## config.mk

```make
export PLATFORM = sky130hd
export DESIGN_NAME = alu_arbiter
export DESIGN_NICKNAME = d
export VERILOG_FILES = /design/src/rtl/alu_arbiter.sv
export SDC_FILE = /design/constraint.sdc
export NUM_CORES = 1
export LEC_CHECK = 0
export CAP_MARGIN = 40
export CORE_MARGIN = 2
export CORE_UTILIZATION = 45
export DETAILED_ROUTE_END_ITERATION = 8
export PLACE_DENSITY_LB_ADDON = 0.25
export SLEW_MARGIN = 20
export SYNTH_ARGS = -nofsm -noshare
export SYNTH_HDL_FRONTEND = slang
export SYNTH_SLANG_ARGS = --single-unit
```

## constraint.sdc

```tcl
create_clock -name CLK -period 2.45 [get_ports CLK]
set_clock_uncertainty 0.05 [all_clocks]
set_input_delay 0.49 -clock CLK [delete_from_list [all_inputs] [get_ports CLK]]
set_output_delay 0.49 -clock CLK [all_outputs]
set_load 0.05 [all_outputs]
```

## src/rtl/alu_arbiter.sv

```systemverilog
// -----------------------------------------------------------------------------
// alu_arbiter
//
// Round-robin arbiter in front of a single compare-and-add/subtract ALU.
// Up to NREQ requesters each present an operand pair (A, B). One requester is
// granted at a time. Its operands are latched, and one cycle later the result
// is registered:
//   RES_DATA = A + B  when A > B (unsigned)
//   RES_DATA = A - B  otherwise
// Arithmetic wraps modulo 2^WIDTH. The result is held until the consumer
// accepts it. While the result is being accepted, the next request can be
// granted in the same cycle, which gives one result every two cycles.
//
// Ports
//   CLK        in   1            clock, all state updates on the rising edge
//   RST_N      in   1            asynchronous active-low reset
//   REQ_VALID  in   NREQ         per-requester request
//   REQ_A      in   NREQ*WIDTH   operand A, requester i at [i*WIDTH +: WIDTH]
//   REQ_B      in   NREQ*WIDTH   operand B, same packing as REQ_A
//   REQ_READY  out  NREQ         one-hot grant, combinational, grant cycle only
//   RES_VALID  out  1            result available (FSM is in DONE)
//   RES_READY  in   1            consumer accepts the result
//   RES_DATA   out  WIDTH        result value
//   RES_ID     out  log2(NREQ)   requester that owns RES_DATA
//   DONE_CNT   out  16           number of results handed off (wrapping)
// -----------------------------------------------------------------------------
module alu_arbiter #(
    parameter int NREQ  = 4,
    parameter int WIDTH = 8
) (
    input  logic                      CLK,
    input  logic                      RST_N,
    input  logic [NREQ-1:0]           REQ_VALID,
    input  logic [NREQ*WIDTH-1:0]     REQ_A,
    input  logic [NREQ*WIDTH-1:0]     REQ_B,
    output logic [NREQ-1:0]           REQ_READY,
    output logic                      RES_VALID,
    input  logic                      RES_READY,
    output logic [WIDTH-1:0]          RES_DATA,
    output logic [$clog2(NREQ)-1:0]   RES_ID,
    output logic [15:0]               DONE_CNT
);

    localparam int IDW = $clog2(NREQ);

    typedef enum logic [1:0] {
        S_IDLE = 2'd0,
        S_EXEC = 2'd1,
        S_DONE = 2'd2
    } state_t;

    state_t             state_q;
    logic [IDW-1:0]     ptr_q;
    logic [IDW-1:0]     gid_q;
    logic [WIDTH-1:0]   a_q;
    logic [WIDTH-1:0]   b_q;
    logic [WIDTH-1:0]   res_data_q;
    logic [IDW-1:0]     res_id_q;
    logic               res_valid_q;
    logic [15:0]        done_cnt_q;

    // Per-requester operand slices
    logic [WIDTH-1:0]   a_slot [NREQ];
    logic [WIDTH-1:0]   b_slot [NREQ];

    genvar gi;
    generate
        for (gi = 0; gi < NREQ; gi++) begin : g_slot
            assign a_slot[gi] = REQ_A[gi*WIDTH +: WIDTH];
            assign b_slot[gi] = REQ_B[gi*WIDTH +: WIDTH];
        end
    endgenerate

    // Round-robin search: start at ptr_q and walk upward. Because NREQ is a
    // power of two, the index wraps modulo NREQ through plain truncation.
    logic               grant_found;
    logic [IDW-1:0]     grant_idx;

    always_comb begin
        grant_found = 1'b0;
        grant_idx   = '0;
        for (int k = 0; k < NREQ; k++) begin
            logic [IDW-1:0] cand;
            cand = ptr_q + IDW'(k);
            if (!grant_found && REQ_VALID[cand]) begin
                grant_found = 1'b1;
                grant_idx   = cand;
            end
        end
    end

    // A grant can be issued only when the ALU is free. That is the case in
    // IDLE, or in DONE during the cycle where the held result is accepted.
    logic grant_window;
    logic do_grant;

    assign grant_window = (state_q == S_IDLE) ||
                          ((state_q == S_DONE) && RES_READY);
    assign do_grant     = grant_window && grant_found;

    // REQ_READY is gated with RST_N so it reads all-zero during reset even
    // when requests are pending. In reset the state is IDLE, which would
    // otherwise open the grant window.
    generate
        for (gi = 0; gi < NREQ; gi++) begin : g_ready
            assign REQ_READY[gi] = RST_N && do_grant && (grant_idx == IDW'(gi));
        end
    endgenerate

    always_ff @(posedge CLK or negedge RST_N) begin
        if (!RST_N) begin
            state_q     <= S_IDLE;
            ptr_q       <= '0;
            gid_q       <= '0;
            a_q         <= '0;
            b_q         <= '0;
            res_data_q  <= '0;
            res_id_q    <= '0;
            res_valid_q <= 1'b0;
            done_cnt_q  <= '0;
        end else begin
            // Operand capture is shared by the IDLE and DONE grant paths.
            if (do_grant) begin
                a_q   <= a_slot[grant_idx];
                b_q   <= b_slot[grant_idx];
                gid_q <= grant_idx;
                ptr_q <= grant_idx + IDW'(1);
            end

            case (state_q)
                S_IDLE: begin
                    if (do_grant) begin
                        state_q <= S_EXEC;
                    end
                end

                S_EXEC: begin
                    if (a_q > b_q) begin
                        res_data_q <= a_q + b_q;
                    end else begin
                        res_data_q <= a_q - b_q;
                    end
                    res_id_q    <= gid_q;
                    res_valid_q <= 1'b1;
                    state_q     <= S_DONE;
                end

                S_DONE: begin
                    // Result and ID are held until the consumer accepts.
                    if (RES_READY) begin
                        done_cnt_q  <= done_cnt_q + 16'd1;
                        res_valid_q <= 1'b0;
                        state_q     <= do_grant ? S_EXEC : S_IDLE;
                    end
                end

                default: begin
                    res_valid_q <= 1'b0;
                    state_q     <= S_IDLE;
                end
            endcase
        end
    end

    assign RES_VALID = res_valid_q;
    assign RES_DATA  = res_data_q;
    assign RES_ID    = res_id_q;
    assign DONE_CNT  = done_cnt_q;

endmodule

```

== Word level (Yosys, flattened, before mapping) ==
Index checks and enable logic that the tools add are counted.

* Add/subtract/negate cells: 7
* Bitwise logic cells: 2
* Equality and inequality tests: 7
* Mux-type cells: 29
* $lt $le $gt $ge: 6
* Reduce and logical (&&, ||, !) cells: 19

{| class="wikitable"
|+ Operators by type and width
! operator !! count
|-
| $mux W8 || 5
|-
| $bmux W8 S2 || 2
|-
| $add A16 B1 Y16 const B || 1
|-
| $lt A2 B3 Y1 const B || 4
|-
| $mux W2 || 6
|-
| $logic_and A1 B1 Y1 || 10
|-
| $mux W1 || 10
|-
| $add A8 B8 Y8 || 1
|-
| $bmux W1 S2 || 4
|-
| $gt A8 B8 Y1 || 1
|-
| $sub A8 B8 Y8 || 1
|-
| $eq A2 B2 Y1 const B || 3
|-
| $pmux W2 S3 || 1
|-
| $reduce_and A2 Y1 || 3
|-
| $add A2 B1 Y2 const B || 2
|-
| $add A2 B2 Y2 const B || 2
|-
| $eq A2 B1 Y1 const B || 2
|-
| $logic_not A2 Y1 || 2
|-
| $ne A2 B2 Y1 const B || 2
|-
| $ge A3 B3 Y1 const B || 1
|-
| $logic_not A1 Y1 || 3
|-
| $not A2 Y3 || 1
|-
| $pmux W1 S3 || 1
|-
| $logic_or A1 B1 Y1 || 1
|-
| $not A1 Y1 || 1
|}

* Register bits: 49
* Input port bits: 71
* Word-level logic and storage cells: 79
* Output and inout bits: 31

== Logic depth before layout (Yosys ltp) ==
* Word-level depth: 16
* Mapped depth: 8
* Depth with buffers taken out: 8

== Worst setup path after synthesis ==
Ideal clock, no wire load.

* Path kind: input -> output
* Start point: input REQ_VALID[3]
* End point: output REQ_READY[1]
* Slack: 5 ps
* Stages on the path: 8
* Data arrival time: 1,905 ps
* Required time: 1,910 ps
* Path buffers: 2
* Path through: nand2b_1 > o2bb2ai_1 > o22a_1 > buf_2 > buf_2 > inv_1 > ha_1 > and3_1

* Elaborated cells on any way between the ends: 26
* Classes of those cells: eq/ne (1); mux (16); reduce/logical (9)

{| class="wikitable"
|+ RTL lines
! what !! RTL line !! text
|-
| start: declaration || 33 || <nowiki>input logic [NREQ-1:0] REQ_VALID,</nowiki>
|-
| $bmux W1 S2 || 85 || <nowiki>if (!grant_found && REQ_VALID[cand]) begin</nowiki>
|-
| $mux W1 (implied by the code) || 85 ||
|-
| $mux W1 || 85 ||
|-
| $logic_not A1 Y1 || 85 ||
|-
| $logic_and A1 B1 Y1 || 85 ||
|-
| $mux W1 || 85 ||
|-
| $logic_not A1 Y1 || 85 ||
|-
| $logic_and A1 B1 Y1 || 85 ||
|-
| $mux W1 || 85 ||
|-
| $logic_not A1 Y1 || 85 ||
|-
| $logic_and A1 B1 Y1 || 85 ||
|-
| $mux W2 * || 85 ||
|-
| via grant_idx[1] || 77 || <nowiki>logic [IDW-1:0] grant_idx;</nowiki>
|-
| $eq A2 B1 Y1 * || 106 || <nowiki>assign REQ_READY[gi] = RST_N && do_grant && (grant_idx == IDW'(gi));</nowiki>
|-
| $logic_and A1 B1 Y1 * || 106 ||
|-
| end: declaration || 36 || <nowiki>output logic [NREQ-1:0] REQ_READY,</nowiki>
|}

The timed path passes the listed nets; every way through them passes the cells marked *. The select of a mux whose other input is x is not followed.

== Worst setup path in the final report ==
* Start point: register ptr_q[1]
* End point: output REQ_READY[3]

* Elaborated cells on any way between the ends: 29
* Classes of those cells: add/sub (3); eq/ne (1); mux (16); reduce/logical (9)

{| class="wikitable"
|+ RTL lines
! what !! RTL line !! text
|-
| start: declaration || 53 || <nowiki>logic [IDW-1:0] ptr_q;</nowiki>
|-
| start signal: assignment || 127 || <nowiki>ptr_q <= grant_idx + IDW'(1);</nowiki>
|-
| branches (longest 11 deep; another with $add A2 B1 Y2) || - ||
|-
| $mux W2 * || 85 ||
|-
| via grant_idx[0] || 77 ||
|-
| $eq A2 B2 Y1 * || 106 ||
|-
| $logic_and A1 B1 Y1 * || 106 ||
|}

Mark *: on every way through the listed nets, which the timed path passes. The select of a mux whose other input is x is not followed.

==> out/summary.txt <==
=====================================================================================
Result of the run                                                        finished, violations left
Failing checks                                                           negative setup slack
Net total in the final layout                                                     546
Final Core Density                                                              69.3%
Top-area cell type share of the netlist area                                    38.0%
Placement Rows                                                                     30
Unrepaired setup endpoints after global routing                                   yes
Yosys cell types                                                                   55
Post-Syn Nets                                                                     428
Synth async-reset ratio                                                          100%
Total met3 wirelength after detailed routing                                   500 µm
Sinks on Clock Net                                                                 49
Core area                                                                    6870 µm²
Static Leakage                                                             0.00206 µW
# diodes                                                                            0
Per-instance average area after synthesis                                    9.64 µm²
Maximum number of pins on one net before global-route repair                       50
Standard cell area after detailed placement                                  4500 µm²
Non-Filler Instances                                                              550
Power per unit of standard cell area                                      1240 nW/µm²
H-tree levels                                                                       2
Type of origin of the critical path                                         flip-flop
Overall power                                                                 5910 µW
Clock latency on the worst-skew pair                                           300 ps
Post-synth EDFFs                                                                    0
Worst relative slew slack                                                       56.9%
Clock transition at path regs                                                  100 ps
Most frequent standard cell in the layout excluding fill and tap cells   sky130_fd_sc_hd__clkdlybuf4s50_1
Final hold violations                                                               0
Highest clock frequency the design can meet                                   403 MHz
Worst-Margin Slew                                                              646 ps
Largest area contributor in the netlist                                  sky130_fd_sc_hd__dfrtp_1
Count of yosys warnings during synthesis                                            0
Combined global-route utilization of all metal layers                           20.9%
Number of max-capacitance violations reported                                       0
IO Pins                                                                           102
Non-Filler Cell Area, Final                                                  4760 µm²
Area growth from synthesis to layout                                            47.3%
Area enclosed by the die boundary                                            7870 µm²
Input/output buffers                                                              101
Mapped Area                                                                  3230 µm²
Floorplan die height                                                          88.7 µm
Synth Instances                                                                   335
Length of the first detailed-routing pass in iterations                             4
Met1 wire length                                                              3430 µm
Half-perimeter wire length after placement                                    6140 µm
Drt first-iter violations                                                         164
Seq/Total Area, Yosys                                                           38.0%
Hold/Removal Path Class                                                      in2async
Number of vias after detailed routing                                            2976
Highest metal used                                                               met4
ANT nets after route                                                                0
Final setup violating endpoints                                                     1
Share of the cycle needed by the critical path after routing                     101%
Grt ovf                                                                             0
Synthesized flop and latch total                                                   49
Most area-consuming cells after synthesis                                sky130_fd_sc_hd__dfrtp_1 (38%), sky130_fd_sc_hd__mux2i_1 (9.9%), sky130_fd_sc_hd__ha_1 (7.7%)
Horiz. Die Dim                                                                88.7 µm
Via count of the first global-routing pass                                       2900
TritonCTS clock tree                                                              yes
Top flip-flop cell by instance count after synthesis                     sky130_fd_sc_hd__dfrtp_1
Clock root buffer                                                        sky130_fd_sc_hd__clkbuf_8
Routed length per placed instance                                             14.4 µm
Worst reg2reg path depth                                                            8
Initial standard-cell utilization of the core                                   47.0%
CP Max Fanout                                                                       6
Number of inserted filler cells in the final layout                               540
Total met2 wirelength after detailed routing                                  3880 µm
Required time at the worst-slack endpoint                                     1910 ps
CTS Buf Count                                                                       5
Via-per-instance ratio                                                           5.41
Worst-case clock buffer depth                                                       2
Worst Setup Path Type                                                         reg2out
Total Wirelength                                                              7940 µm
Fraction of layout instances using a drive strength above 1                     14.3%
Leading cell types in the layout, fill and taps excluded                 sky130_fd_sc_hd__clkdlybuf4s50_1 (92), sky130_fd_sc_hd__dfrtp_1 (48), sky130_fd_sc_hd__nand2_1 (48)
Worst vdd rail ir drop                                                         686 µV
Number of antenna violations at the first check in global routing                   0
Number of cells in the design after placement                                     539
Final Max Tran Viols                                                                0
First-pass GRT wire length                                                   13100 µm
Category of the worst setup path capture point                           primary output
Data arrival time of the critical path                                        1940 ps
Last weighted congestion value of the routability-driven placer                 0.886
PnR worst setup slack                                                        -29.0 ps
Final period demand of the worst path                                         2480 ps
Remaining design rule violation count                                               0
=====================================================================================
## final cells by class
type	instances	area, µm²	share of cell area (%)
multi-input combinational	252	1980	41.5
clock buffer	5	68.8	1.45
inverter	19	73.8	1.55
sequential	49	1230	25.8
clock inverter	3	43.8	0.920
timing repair buffer	126	1250	26.2
tap	96	120	2.52
## critical path: stages, from the launching register on
cell,delay (ps)
sky130_fd_sc_hd__dfrtp_2,460
sky130_fd_sc_hd__nand2b_1,160
sky130_fd_sc_hd__a21oi_1,270
sky130_fd_sc_hd__a311oi_4,70
sky130_fd_sc_hd__buf_6,160
sky130_fd_sc_hd__ha_1,200
sky130_fd_sc_hd__and3_4,180
sky130_fd_sc_hd__buf_12,140
## sequential cells by signal, indices dropped and copies added, names as in the netlist
name and cells:
DONE_CNT 16, RES_DATA 8, RES_ID 2, RES_VALID 1
a_q 8, b_q 8, gid_q 2, ptr_q 2
state_q 2
## logic make-up (layout without fill, tap and decap cells)
| kind of cell | count (synthesis) | count (layout) | share of synthesized area, % |
|---|---|---|---|
| AO/OA/AOI/OAI | 64 | 64 | 15.7 |
| XOR/XNOR | 15 | 15 | 4.07 |
| adder cells (fa/ha/maj) | 22 | 22 | 8.99 |
| buffers and inverters | 34 | 153 | 4.41 |
| flip-flops | 49 | 49 | 38.0 |
| multiplexers | 34 | 34 | 10.6 |
| AND/OR/NAND/NOR | 117 | 117 | 18.3 |
## cells in the mapped netlist, types with 3 or more instances
| library cell | number |
|---|---|
| sky130_fd_sc_hd__dfrtp_1 | 49 |
| sky130_fd_sc_hd__buf_2 | 6 |
| sky130_fd_sc_hd__and3_1 | 5 |
| sky130_fd_sc_hd__nand2_1 | 48 |
| sky130_fd_sc_hd__o21bai_1 | 3 |
| sky130_fd_sc_hd__nor3b_1 | 3 |
| sky130_fd_sc_hd__nor2b_1 | 4 |
| sky130_fd_sc_hd__nor2_1 | 13 |
| sky130_fd_sc_hd__mux2i_1 | 32 |
| sky130_fd_sc_hd__nor3_1 | 3 |
| sky130_fd_sc_hd__o221ai_1 | 16 |
| sky130_fd_sc_hd__xor2_1 | 5 |
| sky130_fd_sc_hd__a211oi_1 | 3 |
| sky130_fd_sc_hd__clkbuf_1 | 8 |
| sky130_fd_sc_hd__ha_1 | 20 |
| sky130_fd_sc_hd__or4_1 | 4 |
| sky130_fd_sc_hd__nand4_1 | 12 |
| sky130_fd_sc_hd__inv_1 | 18 |
| sky130_fd_sc_hd__xnor2_1 | 10 |
| sky130_fd_sc_hd__a21oi_1 | 8 |
| sky130_fd_sc_hd__o21ai_0 | 11 |
| sky130_fd_sc_hd__o21a_1 | 3 |
| sky130_fd_sc_hd__nand3_1 | 5 |
| sky130_fd_sc_hd__nand2b_1 | 7 |
## timing repair
action,in CTS,in global routing
resized for setup,15,17
setup buffers,0,3
pin swaps,2,4
endpoints found under the setup margin,4,6
hold buffers,0,0
## final timing paths
check                                    startpoint                        to  slack (ps)
setup / recovery               ptr_q[1]$_DFFE_PN0P_              REQ_READY[3]         -30
hold / removal                                RST_N   RES_DATA[2]$_DFFE_PN0P_         360
setup reg to reg                 a_q[0]$_DFFE_PN0P_   RES_DATA[2]$_DFFE_PN0P_          30
hold reg to reg            DONE_CNT[15]$_DFFE_PN0P_  DONE_CNT[15]$_DFFE_PN0P_         420
max in group asynchronous                     RST_N      ptr_q[1]$_DFFE_PN0P_        1560
min in group CLK           DONE_CNT[15]$_DFFE_PN0P_  DONE_CNT[15]$_DFFE_PN0P_         420
## report_power, final
| group | switching (µW) | internal, µW |
|---|---|---|
| Sequential | 266 | 1130 |
| Clock | 278 | 306 |
| Combinational | 2210 | 1720 |
## metal layers
metal	GRT usage, %	vias to the layer above
li1	-	1448
met1	27.3	1389
met2	35.2	123
met3	4.29	16
met4	5.51	0
met5	0	-
## stage by stage
step | hold WS (ps) | worst slack, ps | setup TNS (ps)
6_report | 362 | -29.0 | -29.0
5_1_grt | 426 | -80.7 | -211
4_1_cts | 384 | 24.9 | 0
3_5_place_dp | 404 | -270 | -1340
3_3_place_gp | 401 | -202 | -766
2_1_floorplan | 144 | 4.86 | 0
No activity file was read; power rests on OpenSTA's default activity.
